### config.mk
export PLATFORM = sky130hd
export DESIGN_NAME = uart_rx_os
export DESIGN_NICKNAME = d
export VERILOG_FILES = /design/src/rtl/uart_rx_os.sv
export SDC_FILE = /design/constraint.sdc
export NUM_CORES = 1
export LEC_CHECK = 0
export ABC_AREA = 0
export CAP_MARGIN = 15
export CORE_MARGIN = 3
export CORE_UTILIZATION = 52
export CTS_BUF_LIST = sky130_fd_sc_hd__clkbuf_4 sky130_fd_sc_hd__clkbuf_8
export CTS_CLUSTER_DIAMETER = 60
export DETAILED_ROUTE_END_ITERATION = 10
export PLACE_DENSITY = 0.76
export SYNTH_ARGS = -nofsm -noshare
export SYNTH_HDL_FRONTEND = slang
export SYNTH_SLANG_ARGS = --single-unit
### constraint.sdc
create_clock -name clk -period 2.9 [get_ports clk]
set_input_delay 0.29 -clock clk [delete_from_list [all_inputs] [get_ports clk]]
set_output_delay 0.29 -clock clk [all_outputs]
set_load 0.01 [all_outputs]
### src/rtl/uart_rx_os.sv
// rtl/uart_rx_os.sv - oversampling UART receiver with majority vote, error flags and output FIFO
//
// Ports:
//   clk, reset       clock, synchronous active-high reset
//   i_serial_in      asynchronous serial line, idle high
//   i_ready          consumer takes the FIFO head this cycle
//   o_data           FIFO head data (0 when empty)
//   o_valid          FIFO not empty
//   o_parity_err     head frame parity mismatch (0 when empty)
//   o_frame_err      head frame had a stop bit sampled 0 (0 when empty)
//   o_break          head frame: frame error with all data bits 0 (0 when empty)
//   o_overrun        1-cycle pulse: completed frame dropped because FIFO full
//   o_busy           receiver inside a frame (START/DATA/PARITY/STOP)
module uart_rx_os #(
  parameter int CLK_FREQ   = 50_000_000,
  parameter int BAUD_RATE  = 115_200,
  parameter int OVERSAMPLE = 16,
  parameter int DATA_BITS  = 8,
  parameter int PARITY_EN  = 0,
  parameter int PARITY_ODD = 0,
  parameter int STOP_BITS  = 1,
  parameter int FIFO_DEPTH = 4
) (
  input  logic                 clk,
  input  logic                 reset,
  input  logic                 i_serial_in,
  input  logic                 i_ready,
  output logic [DATA_BITS-1:0] o_data,
  output logic                 o_valid,
  output logic                 o_parity_err,
  output logic                 o_frame_err,
  output logic                 o_break,
  output logic                 o_overrun,
  output logic                 o_busy
);

  localparam int DIV = CLK_FREQ / (BAUD_RATE * OVERSAMPLE);
  localparam int DW  = (DIV > 1) ? $clog2(DIV) : 1;
  localparam int TW  = $clog2(OVERSAMPLE + 1);
  localparam int BW  = $clog2(DATA_BITS + 1);
  localparam int AW  = $clog2(FIFO_DEPTH);
  localparam int CW  = AW + 1;
  localparam int EW  = DATA_BITS + 3;

  localparam logic [TW-1:0] IDX_LO  = TW'(OVERSAMPLE / 2 - 1);
  localparam logic [TW-1:0] IDX_MID = TW'(OVERSAMPLE / 2);
  localparam logic [TW-1:0] IDX_HI  = TW'(OVERSAMPLE / 2 + 1);
  localparam logic [TW-1:0] IDX_END = TW'(OVERSAMPLE);

  // ---------------- input synchronizer ----------------
  logic sync1;
  logic line;

  always_ff @(posedge clk) begin
    if (reset) begin
      sync1 <= 1'b1;
      line  <= 1'b1;
    end else begin
      sync1 <= i_serial_in;
      line  <= sync1;
    end
  end

  // ---------------- sample tick divider ----------------
  logic [DW-1:0] div_cnt;
  logic          tick;

  assign tick = (div_cnt == DW'(DIV - 1));

  always_ff @(posedge clk) begin
    if (reset || tick) div_cnt <= '0;
    else               div_cnt <= div_cnt + DW'(1);
  end

  // ---------------- receive FSM ----------------
  typedef enum logic [2:0] {ARM, IDLE, START, DATA, PARITY, STOP} state_t;

  state_t               state;
  logic [TW-1:0]        tick_cnt;   // index of the last tick seen in the current bit window
  logic [TW-1:0]        idx;        // index of the tick being processed now
  logic [1:0]           samp;
  logic [BW-1:0]        bit_cnt;
  logic                 stop_cnt;
  logic [DATA_BITS-1:0] shreg;
  logic                 perr;
  logic                 ferr;
  logic                 vote;
  logic                 last_stop;
  logic                 push;
  logic                 push_ferr;
  logic [EW-1:0]        push_entry;

  always_comb begin
    idx        = tick_cnt + TW'(1);
    // third sample is the live line on the resolving tick
    vote       = (samp[0] & samp[1]) | (samp[0] & line) | (samp[1] & line);
    last_stop  = (stop_cnt == 1'(STOP_BITS - 1));
    push       = tick && (state == STOP) && (idx == IDX_HI) && last_stop;
    push_ferr  = ferr | ~vote;
    push_entry = {push_ferr && (shreg == '0), push_ferr, perr, shreg};
  end

  always_ff @(posedge clk) begin
    if (reset) begin
      state    <= ARM;
      tick_cnt <= '0;
      samp     <= '0;
      bit_cnt  <= '0;
      stop_cnt <= 1'b0;
      shreg    <= '0;
      perr     <= 1'b0;
      ferr     <= 1'b0;
    end else if (tick) begin
      case (state)
        ARM: begin
          if (line) state <= IDLE;
        end
        IDLE: begin
          if (!line) begin
            state    <= START;
            tick_cnt <= '0;
            bit_cnt  <= '0;
            stop_cnt <= 1'b0;
            perr     <= 1'b0;
            ferr     <= 1'b0;
          end
        end
        default: begin
          tick_cnt <= (idx == IDX_END) ? '0 : idx;
          if (idx == IDX_LO)  samp[0] <= line;
          if (idx == IDX_MID) samp[1] <= line;
          case (state)
            START: begin
              if (idx == IDX_HI && vote) state <= IDLE;
              else if (idx == IDX_END)   state <= DATA;
            end
            DATA: begin
              if (idx == IDX_HI) shreg <= {vote, shreg[DATA_BITS-1:1]};
              if (idx == IDX_END) begin
                if (bit_cnt == BW'(DATA_BITS - 1)) state <= (PARITY_EN != 0) ? PARITY : STOP;
                else                               bit_cnt <= bit_cnt + BW'(1);
              end
            end
            PARITY: begin
              if (idx == IDX_HI)  perr  <= (vote != ((^shreg) ^ (PARITY_ODD != 0)));
              if (idx == IDX_END) state <= STOP;
            end
            STOP: begin
              if (idx == IDX_HI) begin
                if (!vote) ferr <= 1'b1;
                // last stop bit: finish immediately so the next start edge is caught
                if (last_stop) state <= push_ferr ? ARM : IDLE;
              end else if (idx == IDX_END) begin
                stop_cnt <= 1'b1;
              end
            end
            default: state <= ARM;
          endcase
        end
      endcase
    end
  end

  assign o_busy = (state == START) || (state == DATA) || (state == PARITY) || (state == STOP);

  // ---------------- output FIFO ----------------
  logic [EW-1:0] mem [FIFO_DEPTH];
  logic [AW-1:0] wr_ptr;
  logic [AW-1:0] rd_ptr;
  logic [CW-1:0] count;
  logic          full;
  logic          pop;
  logic          wr_en;
  logic [EW-1:0] head;

  assign full  = (count == CW'(FIFO_DEPTH));
  assign pop   = (count != '0) && i_ready;
  // a pop in the same cycle frees the slot, so a push into a full FIFO still lands
  assign wr_en = push && (!full || pop);

  always_ff @(posedge clk) begin
    if (wr_en) mem[wr_ptr] <= push_entry;
  end

  always_ff @(posedge clk) begin
    if (reset) begin
      wr_ptr    <= '0;
      rd_ptr    <= '0;
      count     <= '0;
      o_overrun <= 1'b0;
    end else begin
      if (wr_en) wr_ptr <= wr_ptr + AW'(1);
      if (pop)   rd_ptr <= rd_ptr + AW'(1);
      count     <= count + CW'(wr_en) - CW'(pop);
      o_overrun <= push && full && !pop;
    end
  end

  assign head         = mem[rd_ptr];
  assign o_valid      = (count != '0);
  assign o_data       = o_valid ? head[DATA_BITS-1:0] : '0;
  assign o_parity_err = o_valid & head[DATA_BITS];
  assign o_frame_err  = o_valid & head[DATA_BITS+1];
  assign o_break      = o_valid & head[DATA_BITS+2];

endmodule

Word level (Yosys, flattened, before mapping)
Memories as Yosys holds them, arrays and structs flattened. A register that Yosys moved wholly into a read port is not among the register bits.
Index checks and enable logic that the tools add are counted.
{ "word_totals": {"memories": 1, "output_inout_bits": 14, "mem_bits_rw": 44, "latchBits": 0, "inputBits": 4, "regBits": 40, "rom_bits": 0} }
{ "memory_table": {"columns": ["memory", "depth", "word_bits", "read_ports", "rd_clocked_by_memory_dff", "wr", "line", "text"], "rows": [
  ["mem", 4, 11, 1, 1, 1, "167", "logic [EW-1:0] mem [FIFO_DEPTH];"]
]} }
{ "classes": {"mux": 37, "addsub": 7, "div_mod_pow": 0, "n_lt_le_gt_ge": 0, "reduce_logical": 35, "shifts": 0, "n_mul": 0, "bitwise": 13, "eq_ne": 24} }
{ "ops": {"columns": ["op", "n"], "rows": [
  ["two-way mux 3 bit", 9],
  ["!= test 4 x 2 -> 1 bit (second input constant)", 5],
  ["AND reduction 6 bit", 3],
  ["two-way mux 4 bit", 4],
  ["two-way mux 1 bit", 12],
  ["one-hot mux 3 bit (4 select lines)", 1],
  ["adder 5 x 1 -> 5 bit (second input constant)", 2],
  ["== test 5 x 4 -> 1 bit (second input constant)", 2],
  ["== test 5 bit (second input constant)", 2],
  ["two-way mux 5 bit", 2],
  ["one-hot mux 5 bit (2 select lines)", 1],
  ["nonzero test 2 bit", 5],
  ["== test 3 bit (second input constant)", 3],
  ["logical AND 1 bit", 9],
  ["AND reduction 3 bit", 3],
  ["AND reduction 9 bit", 1],
  ["zero test 8 bit", 1],
  ["two-way mux 8 bit", 1],
  ["one-hot mux 4 bit (2 select lines)", 1],
  ["parity 8 bit", 1],
  ["bitwise AND 1 bit", 6],
  ["== test 3 x 2 -> 1 bit (second input constant)", 2],
  ["!= test 2 x 1 -> 1 bit (second input constant)", 3],
  ["one-hot mux 1 bit (2 select lines)", 3],
  ["21 further kinds", 34]
]} }

Longest topological paths before layout
Gate-level depths: netlist of run 1.
{ "depth": {"depth_word": 10, "depth_mapped": 12} }

Least setup slack after synthesis of run 1
No wires, ideal clock.
{ "synth_path": {"path_kind": "flip-flop to flip-flop", "from": "register tick_cnt[0]", "to": "register count[2]", "synth_period_minus_slack_ns": 2.631, "arrival_time_ns": 2.504, "path_stages_with_launch": 13, "slack_ns": 0.269, "setup_ns": 0.128, "required_time_ns": 2.772, "cell_sequence": "dfxtp_1 ha_1 nor4b_2 and2_2 a21oi_2 nor4b_2 inv_1 ha_1 inv_1 ha_1 fa_1 xnor2_1 nor2_1"} }
{ "synth_between": {"elab_chain_len": 7} }
{ "synth_lines": {"columns": ["item", "line", "text"], "rows": [
  ["start: declaration", "79", "logic [TW-1:0] tick_cnt;"],
  ["start signal: assignment", "129", "tick_cnt <= (idx == IDX_END) ? '0 : idx;"],
  ["adder 5 x 1 -> 5 bit", "94", "idx = tick_cnt + TW'(1);"],
  ["== test 5 x 4 -> 1 bit", "98", "push = tick && (state == STOP) && (idx == IDX_HI) && last_stop;"],
  ["logical AND 1 bit (2 in a row)", "98", null],
  ["logical AND 1 bit", "179", "assign wr_en = push && (!full || pop);"],
  ["adder 3 x 1 -> 3 bit", "194", "count <= count + CW'(wr_en) - CW'(pop);"],
  ["subtractor 3 x 1 -> 3 bit", "194", null],
  ["end signal: assignment", "194", null],
  ["end: declaration", "170", "logic [CW-1:0] count;"]
]} }
Every way passes these cells.
A chain may end at the register's enable or synchronous reset.

Worst setup path in the final report of run 1
{ "layout_path": {"from": "register tick_cnt[3]", "to": "register count[2]"} }
The elaborated chain is that of the path after synthesis.

==> results_dict.tcl, run 1 <==
set metrics [dict create \
    netlist_area_sq_um 4230 \
    die_w_um 96.2 \
    slew_headroom_pct 61.1 \
    power_density_nw_per_um2 613 \
    ys_types 63 \
    root_buffer "clkbuf_8" \
    outcome "finished, final reports clean" \
    worstSetupPathType "reg2reg" \
    cp_max_fo 14 \
    start_util_pct 54.1 \
    max-cap-violations 0 \
    fp.dieH_um 96.2 \
    cp_slowest_cell "dfxtp_1" \
    vias 2909 \
    syn_inst 369 \
    post_drt_wl_per_cell_um 16.2 \
    hold_viol 0 \
    synthMuxAreaShare_pct 9.50 \
    syn_avg_cell_area_sq_um 11.5 \
    leakage_nw 1.70 \
    setup_tns_ns 0 \
    post_cts_buffers 0 \
    grt_first_pass_wirelength_um 13700 \
    clk_path_buf_depth 2 \
    synthSimpleGateAreaFrac_pct 17.8 \
    synth_top_family_by_area "simple AND/OR/NAND/NOR gates" \
    fin_crit_sh_pct 91.9 \
    ir_drop_v 0.000253 \
    ctsResizeCount 0 \
    place_area_sq_um 4550 \
    grt_usage_pct 19.4 \
    rsz0062_at_grt "false" \
    holdWs_ns 0.425 \
    synthAdderAreaFrac_pct 5.74 \
    overflow 0 \
    core_area_sq_um 7810 \
    drcViolationCount 0 \
    arrival_ns 2.91 \
    num_antenna_cells 0 \
    finalWeightedCongestion 0.883 \
    grt_max_degree 28 \
    hold_path.class "reg2reg" \
    path_clk_slew_ns 0.09 \
    drtAntennaViolNets 0 \
    antenna_found_initial 0 \
    wl_um 8100 \
    fill_cells 627 \
    syn_to_final_growth_pct 12.5 \
    crit_buf_inv 2 \
    drtIter0Drc 229 \
    nets 416 \
    layout-drive-gt1-share_pct 13.0 \
    synth-edff-count 44 \
    stdcell_area_sq_um 4750 \
    first_pass_iters 4 \
    crit_path_end_kind "flop" \
    slew_violations 0 \
    yosysWarnings 0 \
    vias_per_cell 5.81 \
    max_clock_freq_ghz 0.375 \
    worst_slew_pin_slew_ns 0.583 \
    cts_hold_buffers 0 \
    clock_latency_ns 0.35 \
    cts_tree "built" \
    row_count 32 \
    dp_hpwl_um 5690 \
    critPathRequiredTime_ns 3.14 \
    synth.net_count 391 \
    async_reset_ff_share_pct 0 \
    io-pin-count 18 \
    synth_compound_area_share_pct 9.80 \
    slowest_delay_ns 0.57 \
    critPathTopFamily "simple AND/OR/NAND/NOR gates" \
    clock_sinks 86 \
    portBuffers 17 \
    synth-xor-area-share_pct 2.28 \
    h-tree-depth 3 \
    cts_buffers 9 \
    setup_viol 0 \
    start_kind "flop" \
    path_cells "nor4b_2 > and2_2 > a21oi_2 > nor4b_2 > inv_1 > ha_1 > inv_1 > ha_1 > fa_1 > xnor2_1 > nor2_1" \
    period_needed_ns 2.67 \
    ys_ff_latch 86 \
    synth_flop_cell "edfxtp_1" \
    timing.clock.skew_ns 0.00609 \
    grt_pass1_vias 2834 \
    ys_seq_area_share_pct 51.2 \
    dieArea_sq_um 9250 \
]
==> metrics by stage <==
stage                     total power [mW]  utilization, %  cells  setup slack [ns]
after floorplan                       1.76               -    369             0.269
after global placement                2.07            58.3    485             0.330
after detailed placement              2.09            58.3    485             0.221
after CTS                             2.95            60.9    501             0.215
after global routing                  3.06            60.9    501           0.00437
final                                 2.91            60.9    501             0.235
==> area by class of cell <==
cell class	count	area, sq um	share of cell area [%]
multi-input cells	243	1910	40.1
well taps	102	128	2.68
repair buffers	29	260	5.48
clock inverters	7	77.6	1.63
inverters	25	93.8	1.97
flip-flops and latches	86	2160	45.5
clock buffers	9	124	2.61
==> power breakdown <==
part | switching, mW | total (mW) | internal (mW)
Combinational | 0.285 | 0.710 | 0.426
Clock | 0.453 | 0.861 | 0.408
Sequential | 0.0376 | 1.34 | 1.30
==> cell usage in the layout, fill, tap and decap left out, types with 6 or more instances in the layout <==
master,instances
o21ai_0,14
edfxtp_1,44
dfxtp_1,42
mux4_2,11
a21oi_1,13
xnor2_1,7
nand3_1,9
ha_1,17
nand2_1,29
nor3_1,6
nor2b_1,7
buf_4,12
nand2b_1,6
mux2i_1,12
and2_1,17
clkbuf_8,9
nor2_1,17
inv_1,24
clkdlybuf4s50_1,17
==> worst reg2reg max path, cell delays in order (launching register included) <==
cell     delay (ns)
dfxtp_1        0.57
nor4b_2        0.30
and2_2         0.22
a21oi_2        0.05
nor4b_2        0.26
inv_1          0.08
ha_1           0.27
inv_1          0.04
ha_1           0.18
fa_1           0.38
xnor2_1        0.16
nor2_1         0.05
==> sequential cells by signal, indices dropped and copies added (netlist names), named ones only <==
| signal | cells |
|---|---|
| mem | 44 |
| shreg | 8 |
| div_cnt | 5 |
| tick_cnt | 5 |
| bit_cnt | 4 |
| count | 3 |
| state | 3 |
| rd_ptr | 2 |
| samp | 2 |
| wr_ptr | 2 |
| ferr | 1 |
| line | 1 |
| o_overrun | 1 |
| perr | 1 |
| stop_cnt | 1 |
| sync1 | 1 |
==> path summary, 6_finish.rpt <==
path	from	to	slack [ns]	cells past startpoint
setup / recovery	tick_cnt[3]	count[2]	0.23	11
hold / removal	sync1	line	0.43	1
setup reg to reg	tick_cnt[3]	count[2]	0.23	11
hold reg to reg	sync1	line	0.43	1
==> kinds of logic after synthesis <==
family          Yosys count
buf+inv                  40
fa+ha+maj                19
xor+xnor                 11
compound gates           58
simple gates            130
mux                      25
flops                    86
==> per-layer routing <==
metal  share of wire, %  vias up  global-route usage [%]
met5                  0        -                       0
met4                1.2        0                    6.04
met3                5.2       10                    4.38
met2                 51       79                    32.3
met1                 43     1417                    25.1
li1                   -     1403                       -
==> synth_stat cells, types with 2 or more instances <==
library cell	count	share of area (%)
nand4_1	4	0.59
and4b_1	2	0.47
o21a_1	3	0.53
inv_1	24	2.1
a31oi_1	2	0.30
edfxtp_1	44	31
nand3_1	9	1.1
a21o_1	2	0.36
o41ai_1	3	0.62
o211ai_1	2	0.36
buf_2	5	0.59
xnor2_1	7	1.5
nor4b_1	4	0.83
or4_1	2	0.36
nor2_1	17	1.5
dfxtp_1	42	20
nor4b_2	2	0.71
o21ai_0	14	1.7
or2_2	3	0.44
nor3_1	6	0.71
a211oi_1	2	0.36
xor2_1	4	0.83
mux4_2	11	5.9
a21oi_1	13	1.5
a21boi_0	2	0.36
nor3b_1	2	0.36
and2_1	17	2.5
mux2i_1	12	2.8
clkbuf_1	10	0.89
or3_1	3	0.44
o2111ai_1	2	0.41
and3_1	4	0.59
nor4_1	3	0.44
nor2b_1	7	1.0
nand3b_1	3	0.53
nand2b_1	6	0.89
nand2_1	29	2.6
ha_1	17	5.0
No activity file was read; power rests on OpenSTA's default activity.
==> run 2, diff against run 1 <==
SLEW_MARGIN = 20   (was default)
==> results of run 2 <==
Final layout, timing and power as in run 1 (identical DEF).
==> run 3, diff against run 2 <==
CAP_MARGIN = 30   (was 15)
==> results of run 3 <==
Final layout, timing and power as in run 1 (identical DEF).
==> RTL change: new RTL, flow settings as in run 1 <==
The parameter `DATA_BITS` goes from 8 to 16.
--- a/src/rtl/uart_rx_os.sv
+++ b/src/rtl/uart_rx_os.sv
@@ -17,3 +17,3 @@
   parameter int OVERSAMPLE = 16,
-  parameter int DATA_BITS  = 8,
+  parameter int DATA_BITS  = 16,
   parameter int PARITY_EN  = 0,
Interface: changed (resized o_data); port bits go from 18 to 26. The function was not compared with the original's and may differ.
==> RTL change against run 1 <==
The flow now finishes with violations (negative setup slack); synthesized cell count is 20% higher; final cell count is 31% higher; via count is 22% higher; routed wire length is 31% higher; clock power is 71% higher; area after synthesis is 34% higher; total power is 54% higher; design area is 43% higher; setup slack worse by 0.37 ns; core utilization is 4.2 points higher; sequential cell count is 41 higher; critical path type unchanged; critical endpoint unchanged.
==> RTL change: results (changes against run 1) <==
{| class="wikitable"
! Metric !! Value
|-
| Worst slack after detailed placement || -0.194 ns (was 0.221 ns)
|-
| GPL Wtd Cong || 0.822 (was 0.883)
|-
| Fraction of final layout cells sized beyond drive strength 1 || 0.216 (was 0.130)
|-
| Hold slack || 0.422 ns (was 0.425 ns)
|-
| Total negative setup slack || -0.153 ns (was 0 ns)
|-
| DR iter-0 viols || 220 (was 229)
|-
| Cell area after placement || 6370 sq um (was 4550 sq um)
|-
| Worst-Skew Late Latency || 0.44 ns (was 0.35 ns)
|-
| Crit path max fanout || 4 (was 14)
|-
| Leakage power || 2.49 nW (was 1.70 nW)
|-
| Count of endpoints failing setup in the final report || 2 (was 0)
|-
| Met2 wire length || 5420 um (was 4110 um)
|-
| Critical-path cell with the highest stage delay || sky130_fd_sc_hd__or3b_4 (was sky130_fd_sc_hd__dfxtp_1)
|-
| Violations in the final reports || negative setup slack
|-
| Fin nets || 533 (was 416)
|-
| Endpoint, Worst Hold || sync1 (was line)
|-
| Pin count of the biggest net entering global routing || 21 (was 28)
|-
| Total number of vias || 3537 (was 2909)
|-
| PnR worst setup slack || -0.134 ns (was 0.235 ns)
|-
| Min-Delay Startpoint || i_serial_in (was sync1)
|-
| Number of levels the H-tree was split into || 4 (was 3)
|-
| Cell count of the worst hold path || 2 (was 1)
|-
| Peak VDD IR || 444 uV (was 253 uV)
|-
| Estimated wirelength of the detail-placed design || 6910 um (was 5690 um)
|-
| Compound-gate portion of the synthesized area || 0.0412 (was 0.0980)
|-
| Max incr delay on CP || 0.40 ns (was 0.57 ns)
|-
| Fin Clk Skew || 0.0107 ns (was 0.00609 ns)
|-
| Status || complete, but fails checks (was complete, no violations)
|-
| Top area cells in the synthesized netlist || sky130_fd_sc_hd__edfxtp_1, sky130_fd_sc_hd__dfxtp_1, sky130_fd_sc_hd__mux4_2, sky130_fd_sc_hd__ha_1, sky130_fd_sc_hd__mux2i_1 (unchanged)
|-
| Met2 routing resource usage after global routing || 0.300 (was 0.323)
|-
| Post-synthesis cell type count || 58 (was 63)
|-
| Adder-cell area share of the yosys netlist || 0.0559 (was 0.0574)
|-
| Met3 layer usage reported by global route || 0.0416 (was 0.0438)
|}
==> RTL change: worst max-delay path by stage <==
stage               end  depth (start not counted)
3_3_place_gp   count[2]                         14
2_1_floorplan  count[2]                         15
4_1_cts        count[2]                         14
3_5_place_dp   count[2]                         14
6_report       count[2]                         14
5_1_grt        count[2]                         16
==> RTL change: area by class of cell <==
cell class	instances	area [sq um]
clock inverter	15	151
inverter	32	120
timing repair buffer	63	589
sequential	127	3310
multi-input combinational	264	2230
tap	136	170
clock buffer	17	234
fill	792	3650
==> RTL change: where the power goes <==
part	internal (mW)	leakage [nW]	switching, mW	total (mW)
Clock	0.705	0.187	0.768	1.47
Sequential	1.93	1.11	0.0334	1.96
Combinational	0.605	1.19	0.434	1.04
==> RTL change: repair_timing <==
item,in CTS,in global routing
pin swaps,3,0
setup buffers,2,4
endpoints found under the setup margin,2,2
resized for setup,1,3
